==> config.mk <==
export PLATFORM = sky130hd
export DESIGN_NAME = uart_tx_frame_ctrl
export DESIGN_NICKNAME = d
export VERILOG_FILES = /design/src/rtl/uart_tx_frame_ctrl.sv
export SDC_FILE = /design/constraint.sdc
export NUM_CORES = 1
export LEC_CHECK = 0
export ABC_AREA = 1
export BUFFER_PORTS_ARGS = -buffer_cell sky130_fd_sc_hd__buf_4
export CORE_ASPECT_RATIO = 2
export CORE_MARGIN = 2
export CORE_UTILIZATION = 57
export DETAILED_ROUTE_END_ITERATION = 16
export PLACE_DENSITY = 0.89
export SYNTH_ARGS = -nofsm -noshare
export SYNTH_HDL_FRONTEND = slang
export SYNTH_SLANG_ARGS = --single-unit
==> constraint.sdc <==
create_clock -name CLK -period 1.7 [get_ports CLK]
set_input_delay 0.085 -clock CLK [delete_from_list [all_inputs] [get_ports CLK]]
set_output_delay 0.085 -clock CLK [all_outputs]
set_load 0.01 [all_outputs]
==> src/rtl/uart_tx_frame_ctrl.sv <==
// UART transmitter: one-entry holding buffer, frame FSM, serializer and parity generator.
// Accept takes one CLK; a frame starts on the next TICK; Data_valid is ignored while ready=0.
module uart_tx_frame_ctrl #(
   parameter int DATA_WIDTH = 8,
   parameter bit MSB_FIRST  = 1'b0
) (
   input  logic                  CLK,
   input  logic                  RST,
   input  logic                  TICK,
   input  logic [DATA_WIDTH-1:0] P_DATA,
   input  logic                  Data_valid,
   input  logic                  PAR_EN,
   input  logic                  PAR_TYP,
   input  logic                  STOP2,
   output logic                  TX_OUT,
   output logic                  busy,
   output logic                  ready,
   output logic                  frame_done
);
   localparam int            CW       = $clog2(DATA_WIDTH);
   localparam logic [CW-1:0] LAST_BIT = CW'(DATA_WIDTH - 1);

   typedef enum logic [2:0] {
      IDLE   = 3'd0,
      START  = 3'd1,
      DATA   = 3'd2,
      PARITY = 3'd3,
      STOP   = 3'd4
   } state_t;

   state_t                state, nxt_state;
   logic [CW-1:0]         cnt, nxt_cnt;
   logic [DATA_WIDTH-1:0] shreg, nxt_shreg, shifted;
   logic                  cur_bit;
   logic                  tx_q, nxt_tx;
   logic                  stop_sec, nxt_stop_sec;
   logic                  load, done, done_q;

   logic                  hold_full;
   logic [DATA_WIDTH-1:0] hold_data;
   logic                  hold_par_en, hold_par_typ, hold_stop2;

   logic                  par_en_q, stop2_q, parity_q;

   if (MSB_FIRST) begin : g_msb
      assign cur_bit = shreg[DATA_WIDTH-1];
      assign shifted = {shreg[DATA_WIDTH-2:0], 1'b0};
   end else begin : g_lsb
      assign cur_bit = shreg[0];
      assign shifted = {1'b0, shreg[DATA_WIDTH-1:1]};
   end

   assign TX_OUT     = tx_q;
   assign busy       = (state != IDLE);
   assign ready      = ~hold_full;
   assign frame_done = done_q;

   always_ff @(posedge CLK or negedge RST) begin
      if (!RST) begin
         hold_full    <= 1'b0;
         hold_data    <= '0;
         hold_par_en  <= 1'b0;
         hold_par_typ <= 1'b0;
         hold_stop2   <= 1'b0;
      end else if (load) begin
         hold_full <= 1'b0;
      end else if (Data_valid && !hold_full) begin
         hold_full    <= 1'b1;
         hold_data    <= P_DATA;
         hold_par_en  <= PAR_EN;
         hold_par_typ <= PAR_TYP;
         hold_stop2   <= STOP2;
      end
   end

   // Everything except the illegal-state recovery only moves on TICK edges.
   always_comb begin
      nxt_state    = state;
      nxt_cnt      = cnt;
      nxt_shreg    = shreg;
      nxt_tx       = tx_q;
      nxt_stop_sec = stop_sec;
      load         = 1'b0;
      done         = 1'b0;
      case (state)
         IDLE: begin
            if (TICK) begin
               nxt_tx = 1'b1;
               if (hold_full) begin
                  load      = 1'b1;
                  nxt_shreg = hold_data;
                  nxt_state = START;
                  nxt_tx    = 1'b0;
               end
            end
         end
         START: begin
            if (TICK) begin
               nxt_state = DATA;
               nxt_tx    = cur_bit;
               nxt_shreg = shifted;
               nxt_cnt   = '0;
            end
         end
         DATA: begin
            if (TICK) begin
               if (cnt != LAST_BIT) begin
                  nxt_tx    = cur_bit;
                  nxt_shreg = shifted;
                  nxt_cnt   = cnt + CW'(1);
               end else if (par_en_q) begin
                  nxt_state = PARITY;
                  nxt_tx    = parity_q;
               end else begin
                  nxt_state    = STOP;
                  nxt_tx       = 1'b1;
                  nxt_stop_sec = 1'b0;
               end
            end
         end
         PARITY: begin
            if (TICK) begin
               nxt_state    = STOP;
               nxt_tx       = 1'b1;
               nxt_stop_sec = 1'b0;
            end
         end
         STOP: begin
            if (TICK) begin
               if (stop2_q && !stop_sec) begin
                  nxt_stop_sec = 1'b1;
               end else begin
                  done         = 1'b1;
                  nxt_stop_sec = 1'b0;
                  // A waiting frame starts straight away, with no idle bit in between.
                  if (hold_full) begin
                     load      = 1'b1;
                     nxt_shreg = hold_data;
                     nxt_state = START;
                     nxt_tx    = 1'b0;
                  end else begin
                     nxt_state = IDLE;
                     nxt_tx    = 1'b1;
                  end
               end
            end
         end
         default: begin
            nxt_state = IDLE;
            nxt_tx    = 1'b1;
         end
      endcase
   end

   always_ff @(posedge CLK or negedge RST) begin
      if (!RST) begin
         state    <= IDLE;
         cnt      <= '0;
         shreg    <= '0;
         tx_q     <= 1'b1;
         stop_sec <= 1'b0;
         done_q   <= 1'b0;
         par_en_q <= 1'b0;
         stop2_q  <= 1'b0;
         parity_q <= 1'b0;
      end else begin
         state    <= nxt_state;
         cnt      <= nxt_cnt;
         shreg    <= nxt_shreg;
         tx_q     <= nxt_tx;
         stop_sec <= nxt_stop_sec;
         done_q   <= done;
         if (load) begin
            par_en_q <= hold_par_en;
            stop2_q  <= hold_stop2;
            parity_q <= (^hold_data) ^ hold_par_typ;
         end
      end
   end
endmodule

## Word-level counts from Yosys, hierarchy flattened

Index checks and enable logic that the tools add are counted.

| storage, ports and cells | value |
|---|---|
| bits in registers | 32 |
| bits of input ports | 15 |
| logic and storage cells | 100 |
| output and inout port bits | 4 |

| operators by class | value |
|---|---|
| bitwise gates (word level) | 3 |
| reductions and logical operators | 17 |
| equality and inequality tests | 15 |
| $add $sub $neg | 1 |
| multiplexer cells | 50 |

Operator list:

| cell | count |
|---|---|
| 2-to-1 mux 8 bit | 7 |
| 2-to-1 mux 3 bit | 12 |
| case mux 8 bit (4 select lines) | 1 |
| 2-to-1 mux 1 bit | 25 |
| != test 2 bit (second input constant) | 10 |
| case mux 3 bit (5 select lines) | 1 |
| AND reduction 6 bit | 2 |
| AND reduction 8 bit | 1 |
| parity 8 bit | 1 |
| AND reduction 7 bit | 1 |
| equality test 3 x 2 -> 1 bit (second input constant) | 2 |
| case mux 3 bit (2 select lines) | 1 |
| nonzero test 3 bit | 2 |
| case mux 1 bit (5 select lines) | 1 |
| AND reduction 4 bit | 1 |
| nonzero test 2 bit | 2 |
| nonzero test 4 bit | 1 |
| adder 3 x 1 -> 3 bit (second input constant) | 1 |
| equality test 3 x 1 -> 1 bit (second input constant) | 1 |
| equality test 3 bit (second input constant) | 1 |
| zero test 3 bit | 1 |
| != test 3 bit (second input constant) | 1 |
| case mux 1 bit (3 select lines) | 1 |
| logical AND 1 bit | 2 |
| 5 further kinds | 7 |

## Longest topological paths before layout

Gate-level depths: netlist (run 1).

| depth | value |
|---|---|
| word-level depth | 7 |
| depth in mapped cells | 10 |
| gate-level depth less buffers | 10 |

## Worst setup path before layout (run 1)

Ideal clock, no wire load.

| path | value |
|---|---|
| kind | register to register |
| start | reg cnt[0] |
| end | reg state[0] |
| buffers on the path | 0 |
| setup time | 71 ps |
| slack | 345 ps |
| data arrival time | 1284 ps |
| cell stages (with the launch flop) | 8 |
| required time | 1629 ps |
| period minus slack after synthesis | 1355 ps |
| cells stage by stage | dfrtp_1 ha_1 ha_1 o21ai_0 nor2_2 nand2_1 nor2_1 nor2_1 |

| between the ends | value |
|---|---|
| longest elaborated chain between the ends | 3 |

Ends and longest elaborated chain:

| what | RTL line | RTL |
|---|---|---|
| start, declared | 32 | `logic [CW-1:0] cnt, nxt_cnt;` |
| start signal, assigned | 168 | `cnt <= nxt_cnt;` |
| != test 3 bit | 107 | `if (cnt != LAST_BIT) begin` |
| != test 2 bit (no line) | n/a |  |
| AND reduction 8 bit (no line) | n/a |  |
| end signal, assigned | 167 | `state <= nxt_state;` |
| end, declared | 31 | `state_t state, nxt_state;` |

Every way passes these cells.
A chain may end at the register's enable or synchronous reset.

## Worst setup path after layout (run 1)

Ends and elaborated chain as after synthesis.

==> results by group, run 1 <==
Critical path
  – Crit-path max FO: 4
  – WS Path Type: flop to flop
  – Crit-path slowest cell: dfrtp_1
  – Arrival time of the worst setup path: 1730 ps
  – WP data required: 1910 ps
  – CP top delay family: adder cells
  – Critical path buffer and inverter count: 0
  – CP startpoint kind: flop
  – CP peak stage delay: 390 ps
  – Cells along the critical path: ha_1 -> ha_1 -> o21ai_0 -> nor2_2 -> nand2_1 -> nor2_1 -> nor2_1
  – CP Capture Type: flop

Clock tree
  – CTS Sinks: 32
  – Post-CTS setup buffer count: 0
  – Insertion delay to the later sink of the worst-skew pair: 280 ps
  – TritonCTS clock tree: done
  – CTS Buf Count: 5
  – Clk root buf: clkbuf_8
  – CTS H-tree lvls: 2
  – Clock Tree Buf Depth: 2
  – Resized Gates After CTS: 0
  – Post-CTS Hold Buffers: 1
  – CTS clk-pin slew, worst paths: 70 ps

Placed design
  – Routability cong.: 0.9565
  – IO buf count: 18
  – DP Wirelength: 2.602 mm

Timing
  – Final worst-path cycle share: 89.43%
  – Final hold viol count: 0
  – Post-layout min period: 1520 ps
  – Hold WS: 15.71 ps
  – Final setup fails: 0
  – Slew @ Worst Pin: 396.1 ps
  – Final slew viol count: 0
  – RSZ-0062 raised after global routing: false
  – Setup skew after layout: 10.21 ps
  – Setup TNS: 0 ps
  – Max-slew headroom: 73.59%
  – Max Clk Rate: 657.8 MHz

Floorplan
  – CORE AREA: 0.002908 mm2
  – Std cell rows: 28
  – Starting Density: 59.21%
  – Die footprint: 0.003503 mm2
  – Die W: 42.86 um
  – Die Ht: 81.72 um
  – # IOs: 19

Finish
  – Inserted Diodes: 0
  – Area of the multi-input gates: 793.3 um2
  – Area grow syn2layout: 15.41%
  – Share of post-route cells with drive strength above 1: 19.51%
  – Fin nets: 262
  – FF/Latch Area: 802.0 um2
  – FILL cells: 234
  – Post-route core utilization: 68.33%

Yosys
  – Mapped cell area: 0.001722 mm2
  – Asr flop ratio synth: 100.0%
  – Unique masters post-synth: 29
  – Post-synthesis register bit count: 32
  – Predominant post-synthesis flop cell: dfrtp_1
  – Post-synthesis cell count: 220
  – Yosys top cell area share: 45.06%
  – EDFF count, synth: 0
  – Syn_nets: 237
  – Biggest area consumer among synthesized cells: dfrtp_1
  – Avg Inst Size Synth: 7.826 um2
  – Sequential area share after synthesis: 46.58%
  – Most frequent cell after synthesis: nand2_1
  – Leading cell types by count after synthesis: 74 x nand2_1, 31 x dfrtp_1, 22 x inv_1
  – Ranking of synthesized cells by area: dfrtp_1 45%, nand2_1 16%, inv_1 4.8%, nand3_1 4.7%, nor2_1 3.9%
  – Synth warn: 0

Outcome
  – Outcome: finished clean

Job
  – Max Cap Violations: 0

Hold path
  – Hold/Removal Path Class: primary input to flop

Pwr
  – PwrDens: 2017 mW/mm2
  – P_sw: 1.827 mW
  – Internal: 2.181 mW
  – Clk pwr share: 13.8%
  – Sequential power share: 33.7%
  – Worst vdd ir: 1166 uV
  – Combinational Power Share: 52.4%
  – Static Leakage: 1.060 nW
  – Switching share of power: 45.59%

Routing
  – DR DRC count: 0
  – WL/cell: 12.43 um
  – Avg Vias per Cell: 5.341
  – Drt first-iter violations: 27
  – DR pass1 iterations: 4
  – DR vias: 1474
  – Final wirelength: 3.431 mm
  – Post-DRT Antenna Nets: 0

Global routing
  – Total GRT Usage: 22.99%
  – Global route overflow: 0
  – Antenna violations before repair: 0
  – First-pass GRT wire length: 5.968 mm
  – Largest net degree at the start of global routing: 33
  – Vias in the first global route: 1462
## path summary, 6_finish.rpt
kind	cells after the start	slack (ps)	to	from
setup / recovery	7	180	state[0]	cnt[0]
hold / removal	3	20	hold_full	Data_valid
setup reg to reg	7	180	state[0]	cnt[0]
hold reg to reg	2	460	TX_OUT	TX_OUT
max in group asynchronous	2	1100	TX_OUT	RST
min in group asynchronous	2	270	frame_done	RST
## layout make-up
| class | instances | area share [%] |
|---|---|---|
| Clock buffer | 7 | 3.841 |
| Clock inverter | 1 | 0.2519 |
| Inverter | 28 | 5.667 |
| Multi-Input combinational cell | 157 | 39.92 |
| Sequential cell | 32 | 40.37 |
| Tap cell | 30 | 1.889 |
| Timing Repair Buffer | 21 | 8.060 |
## metal layers
metal	vias to the layer above	part of all wire [%]	track usage [%]
met1	692	36	23.09
met3	6	2.8	5.055
met2	35	59	41.67
met5	-	0	0
met4	0	2.0	14.06
li1	741	-	-
## tightest hold or removal path, cell delays in order
cell     delay, ps
buf_4           80
o21ai_0         60
inv_1           40
## power by group through the flow
stage / sequential, mW / clock (mW) / combinational [mW]
floorplan: 1.30 / 0 / 1.67
global placement: 1.33 / 0 / 2.04
detailed placement: 1.35 / 0 / 2.11
CTS: 1.35 / 0.563 / 2.12
global route: 1.38 / 0.599 / 2.41
finish: 1.35 / 0.554 / 2.10
## sequential cells by signal, indices dropped and copies added, names as in the netlist, 3 cells and up
signal	cells
state	3
cnt	3
shreg	8
hold_data	8
## stage by stage
step	setup slack, ps	instances	cell area (um2)	total power [mW]
CTS	150.5	276	1987	4.028
global placement	224.9	267	1896	3.374
detailed placement	153.1	267	1896	3.461
global route	71.71	276	1987	4.393
finish	179.7	276	1987	4.008
floorplan	345.0	220	1722	2.965
## cells in the final DEF (no fill, tap or decap), drive strengths merged, types with 2 or more instances in the layout
| cell type | synthesis | routed |
|---|---|---|
| a21oi | 11 | 11 |
| buf | 2 | 20 |
| clkbuf | 1 | 7 |
| dfrtp | 31 | 31 |
| ha | 2 | 2 |
| inv | 28 | 28 |
| mux2 | 2 | 2 |
| nand2 | 81 | 81 |
| nand3 | 18 | 18 |
| nor2 | 21 | 21 |
| nor3 | 2 | 2 |
| o21ai | 16 | 16 |
## kinds of logic after synthesis
kind of cell | share of synthesized area (%)
AOI/OAI and AO/OA | 8.284
xor gates and xnor gates | 1.018
adders and majority gates | 1.453
buffers and inverters | 7.340
DFF | 46.58
muxes | 1.308
and+or+nand+nor | 34.01
(Power assumes the default switching activity.)
==> inputs of run 2 (changes only) <==
--- a/config.mk
+++ b/config.mk
@@ -5,7 +5,6 @@
 export SDC_FILE = /design/constraint.sdc
 export NUM_CORES = 1
 export LEC_CHECK = 0
-export ABC_AREA = 1
 export BUFFER_PORTS_ARGS = -buffer_cell sky130_fd_sc_hd__buf_4
 export CORE_ASPECT_RATIO = 2
 export CORE_MARGIN = 2
==> constraint.sdc (replaced) <==
create_clock -name CLK -period 1.7 [get_ports CLK]
set_input_delay 0.17 -clock CLK [delete_from_list [all_inputs] [get_ports CLK]]
set_output_delay 0.17 -clock CLK [all_outputs]
set_load 0.01 [all_outputs]
==> run 2 against run 1 <==
Against the previous run:
- the flow now finishes with violations (setup timing)
- wire length up 9.5%
- via count down 14%
- highest routed layer unchanged
- largest power group unchanged
- global-route usage up 1.4 points
- register-to-register slack worse by 260 ps
- final area up 4.9%
- clock-buffer cell count down 1
- critical path type unchanged
- fmax down 15%
==> results by group, run 2 <==
Floorplan
  – Std cell rows: 28 (unchanged)
  – CORE AREA: 0.002908 mm2 (unchanged)
  – Die Ht: 81.07 um (was 81.72 um)
  – Die footprint: 0.003448 mm2 (was 0.003503 mm2)
  – Die W: 42.54 um (was 42.86 um)
  – Starting Density: 58.22% (was 59.21%)
  – # IOs: 19 (unchanged)

Routing
  – Avg Vias per Cell: 6.375 (was 5.341)
  – WL/cell: 18.78 um (was 12.43 um)
  – Drt first-iter violations: 82 (was 27)
  – DR pass1 iterations: 7 (was 4)
  – DR vias: 1275 (was 1474)
  – Post-DRT Antenna Nets: 0 (unchanged)
  – DR DRC count: 0 (unchanged)
  – Final wirelength: 3.756 mm (was 3.431 mm)

Yosys
  – Yosys top cell area share: 45.82% (was 45.06%)
  – Most frequent cell after synthesis: dfrtp_1 (was nand2_1)
  – Biggest area consumer among synthesized cells: dfrtp_1 (unchanged)
  – Avg Inst Size Synth: 12.54 um2 (was 7.826 um2)
  – Syn_nets: 152 (was 237)
  – Synth warn: 0 (unchanged)
  – Unique masters post-synth: 39 (was 29)
  – EDFF count, synth: 0 (unchanged)
  – Sequential area share after synthesis: 47.38% (was 46.58%)
  – Mapped cell area: 0.001693 mm2 (was 0.001722 mm2)
  – Post-synthesis cell count: 135 (was 220)
  – Asr flop ratio synth: 100.0% (unchanged)
  – Leading cell types by count after synthesis: 31 x dfrtp_1, 22 x mux2_2, 8 x mux2_4 (was 74 x nand2_1, 31 x dfrtp_1, 22 x inv_1)
  – Post-synthesis register bit count: 32 (unchanged)
  – Ranking of synthesized cells by area: dfrtp_1 46%, mux2_2 15%, mux2_4 7.1%, xnor2_1 3.1%, a22o_1 2.1% (was dfrtp_1 45%, nand2_1 16%, inv_1 4.8%, nand3_1 4.7%, nor2_1 3.9%)
  – Predominant post-synthesis flop cell: dfrtp_1 (unchanged)

Clock tree
  – CTS H-tree lvls: 2 (unchanged)
  – CTS Buf Count: 5 (unchanged)
  – Insertion delay to the later sink of the worst-skew pair: 280 ps (about the same)
  – Clk root buf: clkbuf_8 (unchanged)
  – TritonCTS clock tree: done (unchanged)
  – Clock Tree Buf Depth: 2 (unchanged)
  – CTS clk-pin slew, worst paths: 70 ps (about the same)
  – CTS Sinks: 32 (unchanged)

Finish
  – Area grow syn2layout: 23.13% (was 15.41%)
  – Inserted Diodes: 0 (unchanged)
  – Non-filler cells, final: 200 (was 276)
  – Most common cell after layout, fill and taps aside: buf_4 (was nand2_1)
  – FILL cells: 196 (was 234)
  – Share of post-route cells with drive strength above 1: 48.24% (was 19.51%)
  – Top flop regs: hold_data (8), shreg (8) (unchanged)
  – Most frequent cells in the layout: 31 x buf_4, 30 x dfrtp_1, 22 x mux2_2 (was 74 x nand2_1, 31 x dfrtp_1, 22 x inv_1)
  – Fin nets: 186 (was 262)

Timing
  – Final hold viol count: 0 (unchanged)
  – Final worst-path cycle share: 105.0% (was 89.43%)
  – Max Clk Rate: 560.2 MHz (was 657.8 MHz)
  – Post-layout min period: 1785 ps (was 1520 ps)
  – Final setup fails: 11 (was 0)
  – Setup skew after layout: 5.980 ps (was 10.21 ps)
  – Hold WS: 93.98 ps (was 15.71 ps)
  – RSZ-0062 raised after global routing: true (was false)
  – Slew @ Worst Pin: 399.4 ps (was 396.1 ps)
  – Max-slew headroom: 73.37% (was 73.59%)
  – Final WS setup: -85.03 ps (was 179.7 ps)
  – Final slew viol count: 0 (unchanged)

Placed design
  – Routability cong.: 0.8967 (was 0.9565)
  – Dpl cells: 188 (was 267)
  – IO buf count: 18 (unchanged)
  – DP Wirelength: 2.763 mm (was 2.602 mm)

Hold path
  – Hold/Removal Path Class: primary input to flop (unchanged)

Pwr
  – Combinational Power Share: 55.2% (was 52.4%)
  – Clk pwr share: 12.9% (was 13.8%)
  – Static Leakage: 0.9372 nW (was 1.060 nW)
  – Sequential power share: 31.9% (was 33.7%)
  – P_sw: 1.622 mW (was 1.827 mW)
  – PwrDens: 2195 mW/mm2 (was 2017 mW/mm2)
  – Worst vdd ir: 1437 uV (was 1166 uV)
  – Internal: 2.955 mW (was 2.181 mW)
  – Switching share of power: 35.44% (was 45.59%)

Critical path
  – Crit-path max FO: 8 (was 4)
  – Crit-path slowest cell: dfrtp_1 (unchanged)
  – CP startpoint kind: flop (unchanged)
  – Critical path buffer and inverter count: 1 (was 0)
  – CP Capture Type: flop (unchanged)
  – WS Path Type: flop to flop (unchanged)
  – Cells along the critical path: ha_2 -> ha_4 -> nor3b_4 -> o21ai_2 -> a21oi_4 -> buf_12 -> mux2_4 (was ha_1 -> ha_1 -> o21ai_0 -> nor2_2 -> nand2_1 -> nor2_1 -> nor2_1)
  – CP top delay family: flip-flops (was adder cells)
  – Arrival time of the worst setup path: 1940 ps (was 1730 ps)
  – WP data required: 1860 ps (was 1910 ps)
  – CP peak stage delay: 400 ps (was 390 ps)

Outcome
  – Outcome: finished, violations left (was finished clean)
  – Failing checks: setup timing

Global routing
  – Global route overflow: 0 (unchanged)
  – Antenna violations before repair: 0 (unchanged)
  – First-pass GRT wire length: 6.065 mm (was 5.968 mm)
  – Vias in the first global route: 1288 (was 1462)
  – Total GRT Usage: 24.42% (was 22.99%)
  – Largest net degree at the start of global routing: 33 (unchanged)

Job
  – Max Cap Violations: 0 (unchanged)
## run 2: area by class of cell
| type | instances | area (um2) | area share, % |
|---|---|---|---|
| Multi-Input combinational cell | 92 | 853.3 | 40.94 |
| Sequential cell | 32 | 803.3 | 38.54 |
| Timing Repair Buffer | 34 | 282.8 | 13.57 |
| Clock buffer | 6 | 82.58 | 3.962 |
| Tap cell | 30 | 37.54 | 1.801 |
| Inverter | 4 | 15.01 | 0.7203 |
| Clock inverter | 2 | 10.01 | 0.4802 |
## run 2: metal layers
layer  wire length (um)  vias up  track usage (%)
met2               2201       64            47.23
met5                  0        -                0
met4                133        0            13.44
li1                   -      556                -
met3                176       22            5.333
met1               1244      633            22.55
## run 2: metrics by stage
stage / setup TNS [ps] / instance area, um2 / total power [mW] / setup WS [ps] / utilization (%)
after CTS: -523.3 / 2077 / 4.578 / -62.61 / 71.43
final: -742.2 / 2085 / 4.576 / -85.03 / 71.69
after global routing: -1206 / 2085 / 4.811 / -135.4 / 71.69
after global placement: -921.2 / 1946 / 3.644 / -115.4 / 66.91
after floorplan: -1076 / 1714 / 3.154 / -134.5 / -
after detailed placement: -1567 / 1946 / 3.853 / -190.8 / 66.91
## run 2: timing repair
item / 4_1_cts / 5_1_grt
endpoints found under the setup margin: 11 / 11
resized for setup: 1 / 0
setup buffers: 2 / 1
pin swaps: 2 / 0
endpoints found under the hold margin: 31 / 0
hold buffers: 1 / 0
## run 2: cells by family (layout without fill, tap and decap cells)
kind of cell	count (synthesis)	after routing	synth area share [%]
AO/OA/AOI/OAI	26	26	12.05
AND/OR/NAND/NOR	25	25	8.352
multiplexers	30	30	21.73
adder cells (fa/ha/maj)	3	3	2.069
flip-flops	32	32	47.38
buffers and inverters	11	46	3.473
XOR/XNOR	8	8	4.952
## run 2: final timing paths
kind                                  from    endpoint  slack, ps  cells after the start
worst min-delay path            Data_valid   hold_full         90                      2
worst max register to register      cnt[1]    shreg[1]        -90                      7
worst max-delay path                cnt[1]    shreg[1]        -90                      7
min in group asynchronous              RST  frame_done        360                      2
worst min register to register    stop_sec    stop_sec        490                      1
max in group asynchronous              RST      TX_OUT       1000                      2
## run 2: worst reg2reg max path: stages, from the launching register on
cell and delay (ps):
dfrtp_1 400, ha_2 190, ha_4 160, nor3b_4 200, o21ai_2 90, a21oi_4 160, buf_12 160, mux2_4 300
## run 2: power groups by stage
stage | combinational (mW) | clock, mW | sequential (mW)
final | 2.53 | 0.591 | 1.46
after global routing | 2.67 | 0.634 | 1.50
after CTS | 2.51 | 0.606 | 1.46
after detailed placement | 2.39 | 0 | 1.46
after global placement | 2.22 | 0 | 1.42
after floorplan | 1.82 | 0 | 1.34
